==> src/rtl/ucode_sequencer_pkg.sv <==
// Shared constants for the micro-code sequencer: opcodes, entry indices,
// sequencer states and the entry-index to micro-address mapping.
package ucode_pkg;

    localparam logic [6:0] OPC_OP     = 7'b0110011;
    localparam logic [6:0] OPC_OP_IMM = 7'b0010011;
    localparam logic [6:0] OPC_LOAD   = 7'b0000011;
    localparam logic [6:0] OPC_STORE  = 7'b0100011;
    localparam logic [6:0] OPC_BRANCH = 7'b1100011;
    localparam logic [6:0] OPC_LUI    = 7'b0110111;
    localparam logic [6:0] OPC_AUIPC  = 7'b0010111;
    localparam logic [6:0] OPC_JAL    = 7'b1101111;
    localparam logic [6:0] OPC_JALR   = 7'b1100111;

    localparam logic [6:0] F7_BASE = 7'b0000000;
    localparam logic [6:0] F7_ALT  = 7'b0100000;
    localparam logic [6:0] F7_MULDIV = 7'b0000001;

    localparam logic [5:0] IDX_ADD    = 6'd1;
    localparam logic [5:0] IDX_SUB    = 6'd2;
    localparam logic [5:0] IDX_AND    = 6'd3;
    localparam logic [5:0] IDX_OR     = 6'd4;
    localparam logic [5:0] IDX_XOR    = 6'd5;
    localparam logic [5:0] IDX_SLL    = 6'd6;
    localparam logic [5:0] IDX_SRL    = 6'd7;
    localparam logic [5:0] IDX_SRA    = 6'd8;
    localparam logic [5:0] IDX_SLT    = 6'd9;
    localparam logic [5:0] IDX_SLTU   = 6'd10;
    localparam logic [5:0] IDX_LOAD   = 6'd11;
    localparam logic [5:0] IDX_STORE  = 6'd12;
    localparam logic [5:0] IDX_BRANCH = 6'd13;
    localparam logic [5:0] IDX_ADDI   = 6'd14;
    localparam logic [5:0] IDX_SLTI   = 6'd15;
    localparam logic [5:0] IDX_SLTIU  = 6'd16;
    localparam logic [5:0] IDX_XORI   = 6'd17;
    localparam logic [5:0] IDX_ORI    = 6'd18;
    localparam logic [5:0] IDX_ANDI   = 6'd19;
    localparam logic [5:0] IDX_SLLI   = 6'd20;
    localparam logic [5:0] IDX_SRLI   = 6'd21;
    localparam logic [5:0] IDX_SRAI   = 6'd22;
    localparam logic [5:0] IDX_LUI    = 6'd23;
    localparam logic [5:0] IDX_AUIPC  = 6'd24;
    localparam logic [5:0] IDX_JAL    = 6'd25;
    localparam logic [5:0] IDX_JALR   = 6'd26;
    localparam logic [5:0] IDX_M_BASE = 6'd27;
    localparam logic [5:0] IDX_ILLEGAL = 6'd63;

    typedef enum logic [1:0] {IDLE, RUN, TRAP} state_t;

    // Each entry owns 2^shift consecutive ROM slots; caller truncates to UADDR_W.
    function automatic logic [31:0] entry_addr(input logic [5:0] idx, input int shift);
        return {26'd0, idx} << shift;
    endfunction

endpackage

==> src/rtl/ucode_sequencer_if.sv <==
// Instruction-in / micro-op-out bus of the sequencer. master is the
// sequencer side, slave is the fetch/datapath/ROM side.
interface ucode_sequencer_if #(parameter int UADDR_W = 6) ();
    logic               instr_valid;
    logic               instr_ready;
    logic [31:0]        instr;
    logic               uop_valid;
    logic               uop_ready;
    logic               uop_last;
    logic [UADDR_W-1:0] uop_addr;
    logic [31:0]        instr_q;
    logic               uop_illegal;
    logic               fault;

    modport master (
        input  instr_valid, instr, uop_ready, uop_last,
        output instr_ready, uop_valid, uop_addr, instr_q, uop_illegal, fault
    );

    modport slave (
        output instr_valid, instr, uop_ready, uop_last,
        input  instr_ready, uop_valid, uop_addr, instr_q, uop_illegal, fault
    );
endinterface

==> src/rtl/ucode_sequencer_entry_decode.sv <==
// Combinational RV32I(M) decode of an instruction word to its micro-code
// entry index; anything not recognised maps to the illegal entry.
module rv32_entry_decode
    import ucode_pkg::*;
#(
    parameter int ENABLE_M = 0
) (
    input  logic [31:0] instr,
    output logic [5:0]  idx,
    output logic        illegal
);
    logic [6:0] opcode, funct7;
    logic [2:0] funct3;
    logic       unused_fields;

    assign opcode = instr[6:0];
    assign funct3 = instr[14:12];
    assign funct7 = instr[31:25];
    assign unused_fields = ^{instr[24:15], instr[11:7]};

    always_comb begin
        idx = IDX_ILLEGAL;
        unique case (opcode)
            OPC_OP: begin
                if (funct7 == F7_BASE) begin
                    unique case (funct3)
                        3'd0: idx = IDX_ADD;
                        3'd1: idx = IDX_SLL;
                        3'd2: idx = IDX_SLT;
                        3'd3: idx = IDX_SLTU;
                        3'd4: idx = IDX_XOR;
                        3'd5: idx = IDX_SRL;
                        3'd6: idx = IDX_OR;
                        default: idx = IDX_AND;
                    endcase
                end else if (funct7 == F7_ALT) begin
                    if (funct3 == 3'd0)      idx = IDX_SUB;
                    else if (funct3 == 3'd5) idx = IDX_SRA;
                end else if (funct7 == F7_MULDIV && ENABLE_M != 0) begin
                    idx = IDX_M_BASE + {3'd0, funct3};
                end
            end
            OPC_OP_IMM: begin
                unique case (funct3)
                    3'd0: idx = IDX_ADDI;
                    3'd2: idx = IDX_SLTI;
                    3'd3: idx = IDX_SLTIU;
                    3'd4: idx = IDX_XORI;
                    3'd6: idx = IDX_ORI;
                    3'd7: idx = IDX_ANDI;
                    3'd1: if (funct7 == F7_BASE) idx = IDX_SLLI;
                    default: begin
                        // funct3 5: shift type selected by funct7
                        if (funct7 == F7_BASE)     idx = IDX_SRLI;
                        else if (funct7 == F7_ALT) idx = IDX_SRAI;
                    end
                endcase
            end
            OPC_LOAD:   idx = IDX_LOAD;
            OPC_STORE:  idx = IDX_STORE;
            OPC_BRANCH: idx = IDX_BRANCH;
            OPC_LUI:    idx = IDX_LUI;
            OPC_AUIPC:  idx = IDX_AUIPC;
            OPC_JAL:    idx = IDX_JAL;
            OPC_JALR:   idx = IDX_JALR;
            default:    idx = IDX_ILLEGAL;
        endcase
    end

    assign illegal = (idx == IDX_ILLEGAL);
endmodule

==> src/rtl/ucode_sequencer.sv <==
// Micro-code sequencer: latches an instruction, then walks the micro-PC
// through the ROM until uop_last, with a step watchdog and trap entry.
module ucode_sequencer
    import ucode_pkg::*;
#(
    parameter int                 UADDR_W     = 6,
    parameter int                 ENTRY_SHIFT = 0,
    parameter int                 ENABLE_M    = 0,
    parameter int                 MAX_STEPS   = 8,
    parameter logic [UADDR_W-1:0] TRAP_ADDR   = '1
) (
    input logic                clk,
    input logic                reset,
    ucode_sequencer_if.master  bus
);
    localparam int CNT_W = $clog2(MAX_STEPS + 1);

    state_t             state, state_n;
    logic [UADDR_W-1:0] addr_q, addr_n;
    logic [31:0]        iq_q, iq_n;
    logic               ill_q, ill_n;
    logic               fault_q, fault_n;
    logic               valid_q;
    logic [CNT_W-1:0]   cnt_q, cnt_n;

    logic [5:0]         dec_idx;
    logic               dec_ill;
    logic [UADDR_W-1:0] entry;
    logic               uop_hs, seq_done, accept, last_step;

    rv32_entry_decode #(.ENABLE_M(ENABLE_M)) u_dec (
        .instr   (bus.instr),
        .idx     (dec_idx),
        .illegal (dec_ill)
    );

    assign entry     = UADDR_W'(entry_addr(dec_idx, ENTRY_SHIFT));
    assign uop_hs    = valid_q && bus.uop_ready;
    assign seq_done  = (state == RUN) && uop_hs && bus.uop_last;
    assign last_step = ((cnt_q + CNT_W'(1)) == CNT_W'(MAX_STEPS)) || (addr_q == '1);

    // Taking a new instruction while the last micro-op retires avoids a bubble.
    assign bus.instr_ready = !reset && ((state == IDLE) || seq_done);
    assign accept          = bus.instr_ready && bus.instr_valid;

    always_comb begin
        state_n = state;
        addr_n  = addr_q;
        iq_n    = iq_q;
        ill_n   = ill_q;
        cnt_n   = cnt_q;
        fault_n = fault_q;
        if (accept) begin
            state_n = RUN;
            addr_n  = entry;
            iq_n    = bus.instr;
            ill_n   = dec_ill;
            cnt_n   = '0;
        end else begin
            unique case (state)
                IDLE: ;
                RUN: begin
                    if (uop_hs) begin
                        if (bus.uop_last) begin
                            state_n = IDLE;
                        end else if (last_step) begin
                            state_n = TRAP;
                            addr_n  = TRAP_ADDR;
                            fault_n = 1'b1;
                        end else begin
                            addr_n = addr_q + UADDR_W'(1);
                            cnt_n  = cnt_q + CNT_W'(1);
                        end
                    end
                end
                TRAP: if (uop_hs) state_n = IDLE;
                default: state_n = IDLE;
            endcase
        end
    end

    always_ff @(posedge clk) begin
        if (reset) begin
            state   <= IDLE;
            addr_q  <= '0;
            iq_q    <= '0;
            ill_q   <= 1'b0;
            cnt_q   <= '0;
            fault_q <= 1'b0;
            valid_q <= 1'b0;
        end else begin
            state   <= state_n;
            addr_q  <= addr_n;
            iq_q    <= iq_n;
            ill_q   <= ill_n;
            cnt_q   <= cnt_n;
            fault_q <= fault_n;
            valid_q <= (state_n != IDLE);
        end
    end

    assign bus.uop_valid   = valid_q;
    assign bus.uop_addr    = addr_q;
    assign bus.instr_q     = iq_q;
    assign bus.uop_illegal = ill_q;
    assign bus.fault       = fault_q;
endmodule

==> src/flat_wrapper.sv <==
// flat-port wrapper written by rule: the top's interface ports become plain ports
module ucode_sequencer_flat import ucode_pkg::*;
#(
    parameter int                 UADDR_W     = 6,
    parameter int                 ENTRY_SHIFT = 0,
    parameter int                 ENABLE_M    = 0,
    parameter int                 MAX_STEPS   = 8,
    parameter logic [UADDR_W-1:0] TRAP_ADDR   = '1
)
  (clk, reset, bus_instr_valid, bus_instr, bus_uop_ready, bus_uop_last, bus_instr_ready, bus_uop_valid, bus_uop_addr, bus_instr_q, bus_uop_illegal, bus_fault);
  ucode_sequencer_if #(.UADDR_W(UADDR_W)) bus_i ();
  input logic clk;
  input logic reset;
  input wire logic [$bits(bus_i.instr_valid)-1:0] bus_instr_valid;
  input wire logic [$bits(bus_i.instr)-1:0] bus_instr;
  input wire logic [$bits(bus_i.uop_ready)-1:0] bus_uop_ready;
  input wire logic [$bits(bus_i.uop_last)-1:0] bus_uop_last;
  output wire logic [$bits(bus_i.instr_ready)-1:0] bus_instr_ready;
  output wire logic [$bits(bus_i.uop_valid)-1:0] bus_uop_valid;
  output wire logic [$bits(bus_i.uop_addr)-1:0] bus_uop_addr;
  output wire logic [$bits(bus_i.instr_q)-1:0] bus_instr_q;
  output wire logic [$bits(bus_i.uop_illegal)-1:0] bus_uop_illegal;
  output wire logic [$bits(bus_i.fault)-1:0] bus_fault;
  assign bus_i.instr_valid = bus_instr_valid;
  assign bus_i.instr = bus_instr;
  assign bus_i.uop_ready = bus_uop_ready;
  assign bus_i.uop_last = bus_uop_last;
  assign bus_instr_ready = bus_i.instr_ready;
  assign bus_uop_valid = bus_i.uop_valid;
  assign bus_uop_addr = bus_i.uop_addr;
  assign bus_instr_q = bus_i.instr_q;
  assign bus_uop_illegal = bus_i.uop_illegal;
  assign bus_fault = bus_i.fault;
  ucode_sequencer #(.UADDR_W(UADDR_W), .ENTRY_SHIFT(ENTRY_SHIFT), .ENABLE_M(ENABLE_M), .MAX_STEPS(MAX_STEPS), .TRAP_ADDR(TRAP_ADDR)) u_core (.clk(clk), .reset(reset), .bus(bus_i));
endmodule
==> config.mk <==
export PLATFORM = sky130hd
export DESIGN_NAME = ucode_sequencer_flat
export DESIGN_NICKNAME = d
export VERILOG_FILES = /design/src/rtl/ucode_sequencer_pkg.sv /design/src/rtl/ucode_sequencer_if.sv /design/src/rtl/ucode_sequencer_entry_decode.sv /design/src/rtl/ucode_sequencer.sv /design/src/flat_wrapper.sv
export SDC_FILE = /design/constraint.sdc
export NUM_CORES = 1
export LEC_CHECK = 0
export ABC_CLOCK_PERIOD_IN_PS = 2600
export CELL_PAD_IN_SITES_DETAIL_PLACEMENT = 0
export CELL_PAD_IN_SITES_GLOBAL_PLACEMENT = 2
export CORE_MARGIN = 2
export CORE_UTILIZATION = 25
export DETAILED_ROUTE_END_ITERATION = 10
export PLACE_DENSITY = 0.82
export SLEW_MARGIN = 20
export SYNTH_ARGS = -nofsm -noshare
export SYNTH_HDL_FRONTEND = slang
export SYNTH_SLANG_ARGS = --single-unit
==> constraint.sdc <==
create_clock -name clk -period 2.6 [get_ports clk]
set_input_delay 0.78 -clock clk [delete_from_list [all_inputs] [get_ports clk]]
set_output_delay 0.78 -clock clk [all_outputs]
set_load 0.005 [all_outputs]
Yosys cells after proc, flatten, opt, wreduce, memory -nomap -nowiden
Index checks and enable logic that the tools add are counted.
{"block": "word_totals", "register_bits": 47, "inputBits": 37, "out_inout_bits": 42, "word_cells": 74}
{"block": "classes", "addsub": 2, "eq_ne": 23, "muxes": 21, "bitwise_logic": 3, "n_reduce_logical": 18}
{"op": "6-bit two-way mux", "n": 12}
{"op": "6-bit one-hot mux with 9 select lines", "n": 1}
{"op": "6-bit one-hot mux with 7 select lines", "n": 1}
{"op": "7-bit by 6-bit equality test with 1-bit output (second input constant)", "n": 4}
{"op": "4-bit one-hot mux with 7 select lines", "n": 1}
{"op": "7-bit equality test (second input constant)", "n": 3}
{"op": "7-bit by 5-bit equality test with 1-bit output (second input constant)", "n": 2}
{"op": "3-bit equality test (second input constant)", "n": 4}
{"op": "6-bit equality test (second input constant)", "n": 2}
{"op": "2-bit two-way mux", "n": 5}
{"op": "7-bit by 2-bit equality test with 1-bit output (second input constant)", "n": 1}
{"op": "7-bit zero test", "n": 1}
{"op": "6-bit by 1-bit adder with 6-bit output (second input constant)", "n": 1}
{"op": "3-bit by 2-bit equality test with 1-bit output (second input constant)", "n": 2}
{"op": "2-bit one-hot mux with 3 select lines", "n": 1}
{"op": "2-bit nonzero test", "n": 3}
{"op": "1-bit logical AND", "n": 5}
{"op": "5-bit AND reduction", "n": 1}
{"op": "4-bit by 1-bit adder with 4-bit output (second input constant)", "n": 1}
{"op": "4-bit equality test (second input constant)", "n": 1}
{"op": "4-bit AND reduction", "n": 1}
{"op": "3-bit by 1-bit equality test with 1-bit output (second input constant)", "n": 1}
{"op": "3-bit zero test", "n": 1}
{"op": "1-bit NOT", "n": 3}
{"op": "8 further kinds", "n": 9}

Depth between registers and ports, before layout
Gate-level depths: netlist of run 1.
{"block": "logic_depth", "word_depth": 9, "ltp_mapped": 8, "ltp_nobuf": 7}

Cells and area by module
Synthesis of run 1 repeated with hierarchy kept, for this count alone.
{"block": "hier_totals", "hier_cells": 335, "hier_area_um2": 2542.4}
{"mod": "ucode_sequencer", "n_inst": 1, "cells_each": 247, "area_each_um2": 1948.1, "seq_area_each_um2": 940.9}
{"mod": "rv32_entry_decode", "n_inst": 1, "cells_each": 88, "area_each_um2": 594.3, "seq_area_each_um2": 0.0}

Worst setup path after synthesis of run 1
No wires, ideal clock.
{"block": "synth_path", "path_kind": "in2reg", "from": "input bus_instr[31]", "to": "register u_core.addr_q[0] (netlist: u_core.bus.uop_addr[0])", "setup_ns": 0.127, "arrival_ns": 2.298, "required_time_ns": 2.473, "slack_ns": 0.175, "stages": 6, "n_path_buf": 0, "cell_sequence": "or4_4 nor3_4 o22ai_2 nor3_4 a31oi_1 or3_1"}
{"block": "synth_between", "elab_chain_len": 6, "elab_cells_between_ends": 10, "classes_between": "eq/ne: 1; mux: 8; reduce/logical: 1"}
{"item": "start, declared", "line": "flat_wrapper.sv:15", "source": "input wire logic [$bits(bus_i.instr)-1:0] bus_instr;"}
{"item": "7-bit by 6-bit equality test with 1-bit output", "line": "ucode_sequencer_entry_decode.sv:36, ucode_sequencer_entry_decode.sv:55"}
{"item": "6-bit two-way mux", "line": "ucode_sequencer_entry_decode.sv:55", "source": "else if (funct7 == F7_ALT) idx = IDX_SRAI;"}
{"item": "6-bit two-way mux", "line": "ucode_sequencer_entry_decode.sv:54", "source": "if (funct7 == F7_BASE) idx = IDX_SRLI;"}
{"item": "6-bit one-hot mux with 7 select lines", "line": "ucode_sequencer_entry_decode.sv:44", "source": "unique case (funct3)"}
{"item": "6-bit one-hot mux with 9 select lines (*)", "line": "ucode_sequencer_entry_decode.sv:23", "source": "unique case (opcode)"}
{"item": "6-bit two-way mux (*)", "line": "ucode_sequencer.sv:53", "source": "if (accept) begin"}
{"item": "end signal, assigned", "line": "ucode_sequencer.sv:93", "source": "addr_q <= addr_n;"}
{"item": "end, declared", "line": "ucode_sequencer.sv:19", "source": "logic [UADDR_W-1:0] addr_q, addr_n;"}
Every way passes the cells marked *; elsewhere a longest branch is shown, timed or not.
A chain may end at the register's enable or synchronous reset.

Final worst setup path of run 1
{"block": "layout_path", "from": "input reset", "to": "register u_core.addr_q[0] (netlist: u_core.bus.uop_addr[0])"}
{"block": "layout_between", "elab_chain_len": 5, "elab_cells_between_ends": 8, "classes_between": "eq/ne: 1; mux: 1; reduce/logical: 6"}
{"item": "start, declared", "line": "flat_wrapper.sv:13", "source": "input logic reset;"}
{"item": "1-bit zero test", "line": "ucode_sequencer.sv:43", "source": "assign bus.instr_ready = !reset && ((state == IDLE) || seq_done);"}
{"item": "1-bit logical AND", "line": "ucode_sequencer.sv:43"}
{"item": "1-bit logical AND", "line": "ucode_sequencer.sv:44", "source": "assign accept = bus.instr_ready && bus.instr_valid;"}
{"item": "2-bit by 1-bit inequality test with 1-bit output (no source line) / 2-bit nonzero test (equally long branches)"}
{"item": "3-bit AND reduction (no source line)"}
Several ways; a longest one is shown, not always the timed one.

==> qor.csv, run 1 <==
stage,metric,value,unit
outcome,status,finished clean,
yosys,Post-synth EDFFs,0,
sta,RSZ-0062 raised after global routing,false,
worst_setup_path,Startpoint Class,input port,
finish,post-route cell area,0.003687,mm2
floorplanning,num ports,79,
yosys,post-synthesis instance area,0.002374,mm2
drt,Vias/cell,4.693,
worst_setup_path,critical path arrival,2.66,ns
worst_setup_path,critical path endpoint category,flop,
yosys,sequential fraction of the synthesis area,0.3964,
worst_setup_path,WP depth,9,
sta,TNS Setup,0,ns
finish,Antenna Cells,0,
finish,share of cells above drive strength 1,0.1651,
yosys,Yosys reg bits,47,
worst_setup_path,worst r2r src,u_core.bus.uop_valid,
placement,number of port buffers,78,
floorplanning,core area,0.009240,mm2
drt,final wirelength,7192,um
global_route,initial antenna violation count,0,
yosys,ranking of synthesized cells by area,"dfxtp_1, nand2_1, a21oi_1",
sta,Tmin final,2.466,ns
floorplanning,die width,101.4,um
pwr,Power Density,447.0,mW/mm2
worst_setup_path,Crit Reg-Reg Endpoint,u_core.bus.uop_addr[0],
drt,total number of vias,2567,
drt,Pre-antenna DRT Iters,4,
placement,placed inst area,0.003523,mm2
global_route,Tot GR Track Use,0.1398,
worst_setup_path,CP max stage cell,clkdlybuf4s50_1,
drt,Routed WL per cell,13.15,um
clock_network,Root Buffer,clkbuf_8,
yosys,synthesized area per cell,7.731,um2
worst_setup_path,CP required,2.79,ns
worst_setup_path,Most common cell on crit path,buf_4,
sta,period utilization,0.9486,
worst_setup_path,R2R depth,9,
clock_network,CTS buffer count,5,
floorplanning,Die H,101.4,um
global_route,largest net degree at the start of global routing,41,
sta,final setup fails,0,
worst_setup_path,Worst Setup SP,reset,
global_route,Congestion Overflow GR,0,
sta,Final Hold Vio Count,0,
placement,DP Wirelength,5311,um
sta,Final Skew,0.003721,ns
drt,Final ANT Viol Nets,0,
sta,Max Transition Viols Final,0,
sta,Max Fclk,405.4,MHz
run,maxcap violations,0,
clock_network,Sink Count,47,
floorplanning,Initial Util,0.2569,
yosys,post-synth net total,346,
finish,Area Overhead vs Synth,55.35,%
floorplanning,row count,35,
pwr,Leak,1.375,nW
sta,Slew @ Worst Pin,0.4492,ns
finish,nets@finish,456,
yosys,post-synthesis cell count,307,
yosys,Post-synth ARST share,0,
worst_setup_path,critical path's top delay family,buffers and inverters,
placement,RePlAce Congestion,0.8983,
yosys,Post-synth top cells,"nand2_1, dfxtp_1, a21oi_1",
clock_network,Worst-Skew Late Latency,0.30,ns
worst_setup_path,CP max FO,2,
global_route,vias in the first global route,2483,
yosys,Yosys cell types,52,
pwr,peak supply drop,0.0001986,V
clock_network,htree depth,2,
worst_setup_path,R2R Setup Slk,0.54,ns
yosys,Synth Flop Type,dfxtp_1,
yosys,cell with the most instances after synthesis,nand2_1,
clock_network,"Reg clk slew, reported paths",0.09,ns
yosys,most area-hungry cell type in the Yosys netlist,dfxtp_1,
worst_setup_path,Setup crit end,u_core.bus.uop_addr[0],
worst_setup_path,WS Path Type,input port to flop,
worst_setup_path,Max stage delay on crit path,0.43,ns
finish,Fill cells,969,
worst_setup_path,WP buf/inv,4,
clock_network,Clock Tree Buf Depth,2,
drt,drt drc,0,
worst_setup_path,"Cell Chain, Critical Path",clkdlybuf4s50_1 > a211oi_2 > buf_4 > buf_4 > buf_4 > nand2_2 > and3_2 > o31a_1 > or3_1,
yosys,area share of the largest cell type after synthesis,0.3964,
global_route,first-pass GRT wire length,11630,um
drt,Starting DRT DRC Count,70,
worst_hold_path,Hold Path Class,flop to flop,
yosys,Synth warnings,0,
floorplanning,Die ar.,0.01029,mm2
sta,slew margin rel.,0.7005,
clock_network,TritonCTS clock tree,done,
-- kinds of logic (layout without fill, tap and decap cells) --
family	count (synthesis)	after routing	synth area share
AO/OA/AOI/OAI	84	84	0.2203
XOR/XNOR	5	5	0.01845
adder cells (fa/ha/maj)	2	2	0.01054
buffers and inverters	26	137	0.06379
flip-flops	47	47	0.3964
AND/OR/NAND/NOR	143	143	0.2905
-- power by group --
part	leakage [nW]	switching [mW]	internal (mW)	total [mW]
clock network	0.0505	0.250	0.242	0.493
registers	0.384	0.0301	0.758	0.788
logic	0.940	0.161	0.206	0.367
-- through the flow --
step | power (mW) | hold WS, ns | utilization | instances | worst slack [ns]
final | 1.648 | 0.4546 | 0.3991 | 547 | 0.1336
after global routing | 1.741 | 0.4765 | 0.3991 | 547 | 0.02959
after CTS | 1.675 | 0.4591 | 0.3965 | 547 | 0.005672
after detailed placement | 1.171 | 0.4422 | 0.3813 | 536 | -0.4418
after global placement | 1.169 | 0.4425 | 0.3813 | 536 | -0.4043
after floorplan | 0.9524 | 0.4508 | - | 307 | 0.1751
-- final cells by class --
class / count / area (um2) / share of cell area
clock buffer: 7 / 96.34 / 0.02613
clock inverter: 1 / 7.507 / 0.002036
inverter: 7 / 26.28 / 0.007126
multi-input combinational: 234 / 1313 / 0.3560
sequential: 47 / 940.9 / 0.2552
tap: 129 / 161.4 / 0.04377
timing repair buffer: 122 / 1142 / 0.3098
-- tightest hold or removal path, cell delays in order (launching register included) --
cell and delay [ns]:
dfxtp_1 0.32, nand2_1 0.05, a21oi_1 0.05
-- flip-flops by register name, summed over array words and instances (netlist names) --
name,flops
u_core.bus.instr_q,32
u_core.bus.uop_addr,6
u_core.cnt_q,4
u_core.state,2
u_core.bus.fault,1
u_core.bus.uop_illegal,1
u_core.bus.uop_valid,1
-- layout by cell type, fill, tap and decap left out, types with 2 or more instances in the layout --
| cell type | instances |
|---|---|
| ha_1 | 2 |
| dlymetal6s2s_1 | 4 |
| nor3_2 | 2 |
| inv_1 | 7 |
| a211oi_1 | 3 |
| o21ai_0 | 7 |
| buf_4 | 41 |
| xor2_1 | 2 |
| nand4_1 | 6 |
| dfxtp_1 | 47 |
| a21oi_1 | 45 |
| nand3_1 | 6 |
| nor2b_1 | 3 |
| nand2b_1 | 3 |
| a311oi_1 | 4 |
| or3_1 | 4 |
| clkbuf_8 | 7 |
| a21o_1 | 4 |
| and3_1 | 3 |
| a31oi_1 | 4 |
| nand2_1 | 77 |
| nor3_4 | 2 |
| xnor2_1 | 3 |
| clkdlybuf4s50_1 | 71 |
| nand2_2 | 2 |
| nor4_1 | 2 |
| nor3_1 | 6 |
| buf_12 | 2 |
| o22ai_1 | 2 |
| nor2_1 | 16 |
| dlygate4sd2_1 | 2 |
-- metal layers --
| layer | track usage | up-vias | routed length [um] |
|---|---|---|---|
| met3 | 0.02968 | 6 | 306 |
| met4 | 0.03326 | 0 | 57 |
| met5 | 0 | - | 0 |
| li1 | - | 1296 | - |
| met1 | 0.1757 | 1209 | 3275 |
| met2 | 0.2445 | 56 | 3552 |
-- how the worst min path moves through the flow --
stage,slack (ns),start,end,depth (start not counted)
after floorplan,0.45,u_core.bus.uop_illegal,u_core.bus.uop_illegal,2
after global placement,0.44,u_core.bus.instr_q[16],u_core.bus.instr_q[16],2
after detailed placement,0.44,u_core.bus.uop_illegal,u_core.bus.uop_illegal,2
after CTS,0.46,u_core.bus.instr_q[7],u_core.bus.instr_q[7],2
after global routing,0.48,u_core.bus.instr_q[18],u_core.bus.instr_q[18],2
final,0.45,u_core.bus.instr_q[16],u_core.bus.instr_q[16],2
-- what timing repair did --
action | CTS | global route
endpoints found under the setup margin | 3 | 3
endpoints found under the hold margin | 0 | 0
pin swaps | 8 | 9
buffers inserted | 3 | 0
resized for setup | 10 | 6
hold buffers | 0 | 0
No activity file was read; power rests on OpenSTA's default activity.
==> run 2: changes to the inputs <==
--- a/config.mk
+++ b/config.mk
@@ -8,6 +8,7 @@
 export ABC_CLOCK_PERIOD_IN_PS = 2600
 export CELL_PAD_IN_SITES_DETAIL_PLACEMENT = 0
 export CELL_PAD_IN_SITES_GLOBAL_PLACEMENT = 2
+export CORE_ASPECT_RATIO = 1.5
 export CORE_MARGIN = 2
 export CORE_UTILIZATION = 25
 export DETAILED_ROUTE_END_ITERATION = 10
==> run 2 against run 1 <==
Against the previous run:
- first-iteration DRC count up 47%
- routed wire length is 3.0% higher
- clock skew is 0.0012 ns lower
- clock-buffer cell count is 2 lower
- clock power rose by 28%
==> qor.csv, run 2 (synthesis gave the netlist of run 1 again) <==
stage,metric,value,unit
floorplanning,num ports,79,
sta,Max Fclk,396.8,MHz
global_route,largest net degree at the start of global routing,41,
sta,Slew @ Worst Pin,0.5058,ns
finish,"most common cell after layout, fill and taps aside",nand2_1,
drt,drt drc,0,
floorplanning,Initial Util,0.2565,
worst_setup_path,Max stage delay on crit path,0.47,ns
drt,Final ANT Viol Nets,0,
floorplanning,die width,83.56,um
worst_setup_path,CP required,1.82,ns
finish,max FFs per register,32,
floorplanning,row count,43,
worst_setup_path,WS Path Type,input port to output pin,
pwr,Leak,1.385,nW
clock_network,htree depth,2,
clock_network,"Reg clk slew, reported paths",0.06,ns
pwr,Power Density,482.4,mW/mm2
pwr,peak supply drop,0.0003124,V
placement,RePlAce Congestion,0.8456,
global_route,Tot GR Track Use,0.1464,
floorplanning,Die ar.,0.01031,mm2
clock_network,Root Buffer,clkbuf_16,
drt,total number of vias,2581,
worst_setup_path,CP max stage cell,clkdlybuf4s50_1,
sta,Final Hold Vio Count,0,
sta,Tmin final,2.520,ns
sta,slew margin rel.,0.6608,
finish,share of cells above drive strength 1,0.1647,
worst_hold_path,Hold Path Class,flop to flop,
floorplanning,core area,0.009254,mm2
placement,number of port buffers,78,
outcome,status,finished clean,
placement,DP Wirelength,5477,um
worst_setup_path,"Cell Chain, Critical Path",clkdlybuf4s50_1 > nand3_1 > a211oi_2 > clkbuf_2,
sta,Max Transition Viols Final,0,
drt,Starting DRT DRC Count,103,
global_route,first-pass GRT wire length,12250,um
global_route,Congestion Overflow GR,0,
global_route,vias in the first global route,2591,
worst_setup_path,critical path endpoint category,output pin,
sta,period utilization,0.9693,
clock_network,CTS buffer count,5,
finish,"commonest non-fill, non-tap cells in the layout","nand2_1, clkdlybuf4s50_1, dfxtp_1",
floorplanning,Die H,123.3,um
drt,Pre-antenna DRT Iters,4,
finish,Fill cells,984,
global_route,initial antenna violation count,0,
drt,Routed WL per cell,13.95,um
sta,Final Skew,0.002517,ns
worst_setup_path,CP max FO,2,
finish,Antenna Cells,0,
clock_network,Sink Count,47,
worst_setup_path,critical path's top delay family,buffers and inverters,
worst_setup_path,WP buf/inv,2,
clock_network,TritonCTS clock tree,done,
finish,Area Overhead vs Synth,56.14,%
drt,final wirelength,7407,um
finish,nets@finish,458,
worst_setup_path,critical path arrival,1.74,ns
placement,DP Cell Count,522,
drt,Vias/cell,4.861,
sta,RSZ-0062 raised after global routing,false,
run,maxcap violations,0,
sta,final setup fails,0,
clock_network,Worst-Skew Late Latency,0.29,ns
sta,hold slack,0.4519,ns
clock_network,Clock Tree Buf Depth,2,
finish,final std cells w/o fill,531,
worst_setup_path,Startpoint Class,input port,
## run 2: cell count changes in the layout (fill, tap and decap cells not counted), moves of 2 or more
cell and delta:
dlymetal6s2s_1 -3, clkbuf_8 -7, clkbuf_16 +5, buf_12 +2, dlygate4sd2_1 +2
## run 2: timing repair
action,CTS,global route
gates resized for setup,8,3
hold endpoints to repair,0,0
pin swaps,8,6
buffers inserted,1,1
setup endpoints to repair,3,4
hold buffers,0,0
## run 2: worst paths after layout
kind / start / end / slack (ns) / depth (start not counted)
setup / recovery: bus_uop_ready / bus_instr_ready / 0.08 / 4
hold / removal: u_core.bus.instr_q[10] / u_core.bus.instr_q[10] / 0.45 / 2
setup reg to reg: u_core.cnt_q[0] / u_core.bus.uop_addr[0] / 0.43 / 9
hold reg to reg: u_core.bus.instr_q[10] / u_core.bus.instr_q[10] / 0.45 / 2
## run 2: layer usage
layer	GRT usage	vias to the layer above	part of all wire
li1	-	1296	-
met1	0.1509	1202	0.38
met2	0.2853	69	0.55
met3	0.03872	14	0.049
met4	0.04940	0	0.023
met5	0	-	0
## run 2: worst register-to-register path: stages, from the launching register on
cell and delay [ns]:
dfxtp_1 0.36, ha_1 0.23, nand2_1 0.07, a21oi_1 0.07, nor2_1 0.30, nor2_1 0.08
buf_4 0.16, buf_4 0.13, o31a_1 0.29, or3_1 0.36
## run 2: final cells by class
cell class	count	area (um2)	area share
multi-input combinational	234	1292	0.3488
timing repair buffer	124	1167	0.3150
sequential	47	940.9	0.2539
tap	112	140.1	0.03781
clock buffer	5	125.1	0.03376
inverter	7	26.28	0.007090
clock inverter	2	13.76	0.003714
## run 2: report_power, final
group	internal, mW	total (mW)	switching [mW]
Clock	0.351	0.633	0.281
Sequential	0.759	0.788	0.0287
Combinational	0.206	0.368	0.161
## run 2: per-stage QoR
step	total power, mW	instance area [um2]	worst slack, ns	setup TNS [ns]	util
2_1_floorplan	0.9524	2374	0.1751	0	-
3_3_place_gp	1.175	3545	-0.4256	-2.317	0.3830
3_5_place_dp	1.179	3545	-0.4214	-2.491	0.3830
4_1_cts	1.820	3696	0.007801	0	0.3994
5_1_grt	1.880	3706	0.004068	0	0.4005
6_report	1.788	3706	0.07995	0	0.4005
